==> src/rtl/conware_pkg.sv <==
// Shared types, default colours and the B3/S23 rule for the conware grid engine.
package conware_pkg;

    typedef enum logic [1:0] {
        LOAD    = 2'd0,
        DISCARD = 2'd1,
        COMPUTE = 2'd2,
        OUTPUT  = 2'd3
    } state_e;

    localparam logic [31:0] DEF_ALIVE_COLOR = 32'hFFFF_FFFF;
    localparam logic [31:0] DEF_DEAD_COLOR  = 32'h0000_0000;

    function automatic logic next_state(input logic alive, input logic [3:0] count);
        return (count == 4'd3) || (alive && (count == 4'd2));
    endfunction

endpackage

==> src/rtl/conware_cell_next.sv <==
// One Game-of-Life cell: counts eight neighbour bits and applies the B3/S23 rule.
module conware_cell_next
    import conware_pkg::*;
(
    input  logic [7:0] nbr_i,
    input  logic       self_i,
    output logic       next_o
);

    logic [3:0] count;

    always_comb begin
        count = '0;
        for (int unsigned i = 0; i < 8; i++) begin
            count = count + {3'b000, nbr_i[i]};
        end
        next_o = next_state(self_i, count);
    end

endmodule

==> src/rtl/conware_grid.sv <==
// WIDTH x HEIGHT Game-of-Life engine: load a frame from AXI-Stream, run N generations, stream it out.
// Optional macro CONWARE_EARLY_EXIT_EN: stop computing once the grid stops changing and add the 'stable' port.
module conware_grid
    import conware_pkg::*;
#(
    parameter int                DWIDTH      = 32,
    parameter int                WIDTH       = 8,
    parameter int                HEIGHT      = 4,
    parameter int                GEN_W       = 8,
    parameter logic [DWIDTH-1:0] ALIVE_COLOR = DWIDTH'(DEF_ALIVE_COLOR),
    parameter logic [DWIDTH-1:0] DEAD_COLOR  = DWIDTH'(DEF_DEAD_COLOR)
) (
    input  logic                ACLK,
    input  logic                ARESETN,
    input  logic                S_AXIS_TVALID,
    output logic                S_AXIS_TREADY,
    input  logic [DWIDTH-1:0]   S_AXIS_TDATA,
    input  logic                S_AXIS_TLAST,
    output logic                M_AXIS_TVALID,
    input  logic                M_AXIS_TREADY,
    output logic [DWIDTH-1:0]   M_AXIS_TDATA,
    output logic                M_AXIS_TLAST,
    output logic [DWIDTH/8-1:0] M_AXIS_TKEEP,
    output logic [DWIDTH/8-1:0] M_AXIS_TSTRB,
    input  logic [GEN_W-1:0]    num_gens,
    input  logic                wrap_mode,
    output logic                busy,
    output logic                err_len,
    output logic [31:0]         frames_done
`ifdef CONWARE_EARLY_EXIT_EN
    ,
    output logic                stable
`endif
);

    localparam int CELLS = WIDTH * HEIGHT;
    localparam int IDX_W = $clog2(CELLS);

    state_e             state_q, state_d;
    logic [CELLS-1:0]   cells_q, cells_d;
    logic [IDX_W-1:0]   cnt_q, cnt_d;
    logic [GEN_W-1:0]   gen_q, gen_d;
    logic [GEN_W-1:0]   gens_q, gens_d;
    logic               wrap_q, wrap_d;
    logic               err_q, err_d;
    logic [31:0]        frames_q, frames_d;
`ifdef CONWARE_EARLY_EXIT_EN
    logic               stable_q, stable_d;
`endif

    logic [CELLS-1:0]   next_grid;
    logic [CELLS-1:0]   keep_mask;
    logic [GEN_W-1:0]   gens_eff;
    logic               in_beat;
    logic               out_beat;
    logic               pix_alive;
    logic               last_cell;

    // Neighbour selection: in-range neighbours are wired directly, out-of-range ones
    // resolve to their toroidal partner gated by the latched wrap mode.
    for (genvar r = 0; r < HEIGHT; r++) begin : g_row
        for (genvar c = 0; c < WIDTH; c++) begin : g_col
            logic [7:0] nbr;
            for (genvar k = 0; k < 9; k++) begin : g_nbr
                if (k != 4) begin : g_use
                    localparam int RR  = r + (k / 3) - 1;
                    localparam int CC  = c + (k % 3) - 1;
                    localparam bit INR = (RR >= 0) && (RR < HEIGHT) && (CC >= 0) && (CC < WIDTH);
                    localparam int IDX = ((RR + HEIGHT) % HEIGHT) * WIDTH + ((CC + WIDTH) % WIDTH);
                    localparam int POS = (k < 4) ? k : k - 1;
                    if (INR) begin : g_in
                        assign nbr[POS] = cells_q[IDX];
                    end else begin : g_edge
                        assign nbr[POS] = wrap_q & cells_q[IDX];
                    end
                end
            end
            conware_cell_next u_cell (
                .nbr_i  (nbr),
                .self_i (cells_q[r*WIDTH + c]),
                .next_o (next_grid[r*WIDTH + c])
            );
        end
    end

    assign S_AXIS_TREADY = (state_q == LOAD) || (state_q == DISCARD);
    assign in_beat       = S_AXIS_TVALID && S_AXIS_TREADY;
    assign out_beat      = M_AXIS_TVALID && M_AXIS_TREADY;
    assign pix_alive     = (S_AXIS_TDATA == ALIVE_COLOR);
    assign last_cell     = (cnt_q == IDX_W'(CELLS - 1));
    assign gens_eff      = (cnt_q == '0) ? num_gens : gens_q;
    assign keep_mask     = {CELLS{1'b1}} >> (IDX_W'(CELLS - 1) - cnt_q);

    always_comb begin
        state_d  = state_q;
        cells_d  = cells_q;
        cnt_d    = cnt_q;
        gen_d    = gen_q;
        gens_d   = gens_q;
        wrap_d   = wrap_q;
        err_d    = err_q;
        frames_d = frames_q;
`ifdef CONWARE_EARLY_EXIT_EN
        stable_d = stable_q;
`endif
        unique case (state_q)
            LOAD: begin
                if (in_beat) begin
                    cells_d[cnt_q] = pix_alive;
                    if (cnt_q == '0) begin
                        gens_d = num_gens;
                        wrap_d = wrap_mode;
                    end
                    if (S_AXIS_TLAST) begin
                        // A short frame leaves stale cells above cnt; the mask clears them.
                        err_d   = err_q | ~last_cell;
                        cells_d = cells_d & keep_mask;
                        cnt_d   = '0;
                        state_d = (gens_eff == '0) ? OUTPUT : COMPUTE;
                    end else if (last_cell) begin
                        err_d   = 1'b1;
                        cnt_d   = '0;
                        state_d = DISCARD;
                    end else begin
                        cnt_d = cnt_q + 1'b1;
                    end
                end
            end
            DISCARD: begin
                if (in_beat && S_AXIS_TLAST) begin
                    state_d = (gens_q == '0) ? OUTPUT : COMPUTE;
                end
            end
            COMPUTE: begin
                cells_d = next_grid;
                gen_d   = gen_q + 1'b1;
                if (gen_d == gens_q) begin
                    state_d = OUTPUT;
                end
`ifdef CONWARE_EARLY_EXIT_EN
                if (next_grid == cells_q) begin
                    state_d  = OUTPUT;
                    stable_d = 1'b1;
                end
`endif
            end
            OUTPUT: begin
                if (out_beat) begin
                    if (last_cell) begin
                        cnt_d    = '0;
                        gen_d    = '0;
                        frames_d = frames_q + 32'd1;
                        state_d  = LOAD;
`ifdef CONWARE_EARLY_EXIT_EN
                        stable_d = 1'b0;
`endif
                    end else begin
                        cnt_d = cnt_q + 1'b1;
                    end
                end
            end
            default: state_d = LOAD;
        endcase
    end

    always_ff @(posedge ACLK or negedge ARESETN) begin
        if (!ARESETN) begin
            state_q  <= LOAD;
            cells_q  <= '0;
            cnt_q    <= '0;
            gen_q    <= '0;
            gens_q   <= '0;
            wrap_q   <= 1'b0;
            err_q    <= 1'b0;
            frames_q <= '0;
`ifdef CONWARE_EARLY_EXIT_EN
            stable_q <= 1'b0;
`endif
        end else begin
            state_q  <= state_d;
            cells_q  <= cells_d;
            cnt_q    <= cnt_d;
            gen_q    <= gen_d;
            gens_q   <= gens_d;
            wrap_q   <= wrap_d;
            err_q    <= err_d;
            frames_q <= frames_d;
`ifdef CONWARE_EARLY_EXIT_EN
            stable_q <= stable_d;
`endif
        end
    end

    assign M_AXIS_TVALID = (state_q == OUTPUT);
    assign M_AXIS_TDATA  = ((state_q == OUTPUT) && cells_q[cnt_q]) ? ALIVE_COLOR : DEAD_COLOR;
    assign M_AXIS_TLAST  = (state_q == OUTPUT) && last_cell;
    assign M_AXIS_TKEEP  = '1;
    assign M_AXIS_TSTRB  = '1;
    assign busy          = !((state_q == LOAD) && (cnt_q == '0));
    assign err_len       = err_q;
    assign frames_done   = frames_q;
`ifdef CONWARE_EARLY_EXIT_EN
    assign stable        = stable_q;
`endif

endmodule

==> config.mk <==
export PLATFORM = sky130hd
export DESIGN_NAME = conware_grid
export DESIGN_NICKNAME = d
export VERILOG_FILES = /design/src/rtl/conware_pkg.sv /design/src/rtl/conware_cell_next.sv /design/src/rtl/conware_grid.sv
export SDC_FILE = /design/constraint.sdc
export NUM_CORES = 1
export LEC_CHECK = 0
export ABC_AREA = 1
export ABC_CLOCK_PERIOD_IN_PS = 5030
export CORE_MARGIN = 5
export CORE_UTILIZATION = 50
export DETAILED_ROUTE_END_ITERATION = 10
export PLACE_DENSITY = 0.72
export SLEW_MARGIN = 20
export SYNTH_ARGS = -nofsm -noshare
export SYNTH_HDL_FRONTEND = slang
export SYNTH_SLANG_ARGS = --single-unit
==> constraint.sdc <==
create_clock -name ACLK -period 5.03 [get_ports ACLK]
set_input_delay 1.006 -clock ACLK [delete_from_list [all_inputs] [get_ports ACLK]]
set_output_delay 1.006 -clock ACLK [all_outputs]
set_load 0.005 [all_outputs]
==> results.cfg <==
[status]
status = completed

[logic_synthesis]
synth_edf_count = 0
synth_area_leaders = fa_1, dfrtp_1, ha_1
synthMostInstantiatedCell = inv_1
synth_common_cells = inv_1, nand2_1, nor2_1
async_reset_ff_frac = 1.00
syn_area_sq_um = 12000
yosysWarnings = 0
ys_ff_latch = 89
synth-seq-area-share = 0.186
synth.avg_cell_area_sq_um = 7.55
synth_top_area_share = 0.201
yosysTopAreaCell = fa_1
synth_cell_type_count = 48
synthCells = 1587
ys.flop_type = dfrtp_1

[clock_tree]
cts_tree = yes
ctsHoldBuffers = 0
clkLatencyLatePin_ps = 370
cts_sinks = 89
clockBufferDepth = 2
postCtsResizedCells = 0
cts_setup_buffers = 0
root_buffer = clkbuf_16
cts_buffers = 9
htreeDepth = 3
clk_pin_slew_worst_paths_ps = 80

[route]
dr.pass1.iters = 6
vias = 10700
final_antenna_net_count = 0
routed_wl_mm = 33.1
vias_per_cell = 5.39
drcViolationCount = 0
drt_iter0_markers = 942
wl_per_cell_um = 16.7

[sta]
tightest_slew_ps = 832
fmax_mhz = 228
tns_ps = 0
slew_headroom = 0.446
fin_ws_ps = 651
rsz0062_at_grt = false
setup_viol = 0
period_share = 0.871
min_period_ps = 4380
final-max-slew-violation-count = 0
finClkSkew_ps = 12.5
hold_violations = 0

[worst_setup_path]
start_kind = flip-flop
path_cells = nand2_1 > inv_1 > ha_1 > inv_1 > fa_1 > fa_1 > inv_1 > xor2_1 > inv_1 > ha_1 > a21oi_1 > fa_1 > nor3_1 > o2111ai_1 > nand2_1 > nand2_1 > nand2_1
crit_buf_inv = 4
critical-path-max-stage-delay_ps = 890
crit_slowest_cell = dfrtp_1
crit_family = adder cells
crit_arrival_ps = 4670
cp_max_fo = 24
endpoint_kind = flip-flop
required_ps = 5320
crit_type = reg2reg

[die]
io_pins = 123
rows = 56
core_area_sq_um = 23500
die_h_um = 165
fp.dieArea_sq_um = 27100
die_w_um = 165
initial_utilization = 0.509

[global_routing]
grt_pass1_vias = 10600
grt_use_total = 0.248
antenna_found_initial = 0
grt_pass1_wl_mm = 53.9
grt_max_degree = 60
overflow = 0

[finish]
diodes = 0
finalNonFillerCells = 1984
fill_cells = 2231
fin_nets = 1939
area_delta_synth_final_pct = 12.6
final_area_sq_um = 13500
drive_above_1_share = 0.0372

[placement]
dpl_cell_area_sq_um = 13200
dp_slack_ps = 716
hpwl_mm = 25.8
placement.io_buffers = 114
post-place-cells = 1968
gp_congestion = 0.988

[flow_run]
max_cap_viol_count = 0

[hold_path]
hold_class = reg2reg
==> final timing paths <==
check	from	to	slack [ps]	cells after the start
min reg2reg	err_len	err_len	470	1
min	err_len	err_len	470	1
max	wrap_q	cells_q[7]	650	17
max in group asynchronous	ARESETN	cells_q[7]	3330	2
max reg2reg	wrap_q	cells_q[7]	650	17
min in group asynchronous	ARESETN	gens_q[6]	730	1
==> layout by cell type (no fill, tap or decap), types with 30 or more instances in the layout <==
cell,count
a21oi_1,80
ha_1,113
clkdlybuf4s50_1,113
dfrtp_1,89
xor2_1,30
o21ai_0,93
fa_1,120
nor2_1,158
nand3_1,64
nand2_1,276
inv_1,331
nor3_1,33
==> worst register-to-register path: cells and delay by family, from the launching register on <==
family                     cells  cell delay (ps)
adders and majority gates      5             1840
buffers and inverters          4              460
DFF                            1              890
AOI/OAI and AO/OA              2              340
and+or+nand+nor                5              640
xor gates and xnor gates       1              140
==> metal layers <==
metal  track usage  routed length [um]  vias up
met3        0.0347                2430       71
li1              -                   -     5098
met1         0.341               14400     5087
met4        0.0839                1090        0
met2         0.406               15200      436
met5             0                   0        -
==> through the flow <==
step,util,hold WS [ps]
global route,0.573,492
global placement,0.560,452
detailed placement,0.560,456
floorplan,-,463
finish,0.573,470
CTS,0.573,472
==> flip-flops by register name (all words and copies together), names as in the netlist <==
register and flops:
state_q 2, frames_done 32, wrap_q 1, err_len 1, gens_q 8, gen_q 8
cells_q 32, cnt_q 5
==> area by class of cell <==
type                            count  area [sq um]  area share
Clock inverter                      6          55.1     0.00408
Multi-Input combinational cell   1100          8090       0.600
Inverter                          337          1270      0.0940
Sequential cell                    89          2230       0.165
Clock buffer                       10           239      0.0177
Tap cell                          319           399      0.0296
Timing Repair Buffer              123          1210      0.0895
==> cell families (layout without fill, tap and decap cells) <==
family	count (synthesis)	after routing	share of synthesized area
DFF	89	89	0.186
adders and majority gates	233	233	0.319
xor gates and xnor gates	42	42	0.0307
muxes	1	1	0.000940
buffers and inverters	405	476	0.141
other	1	8	0.000313
AOI/OAI and AO/OA	241	241	0.114
and+or+nand+nor	575	575	0.208
Power is not shown: default switching activity piles up to over one toggle a cycle in this logic, so the estimate is an artifact.
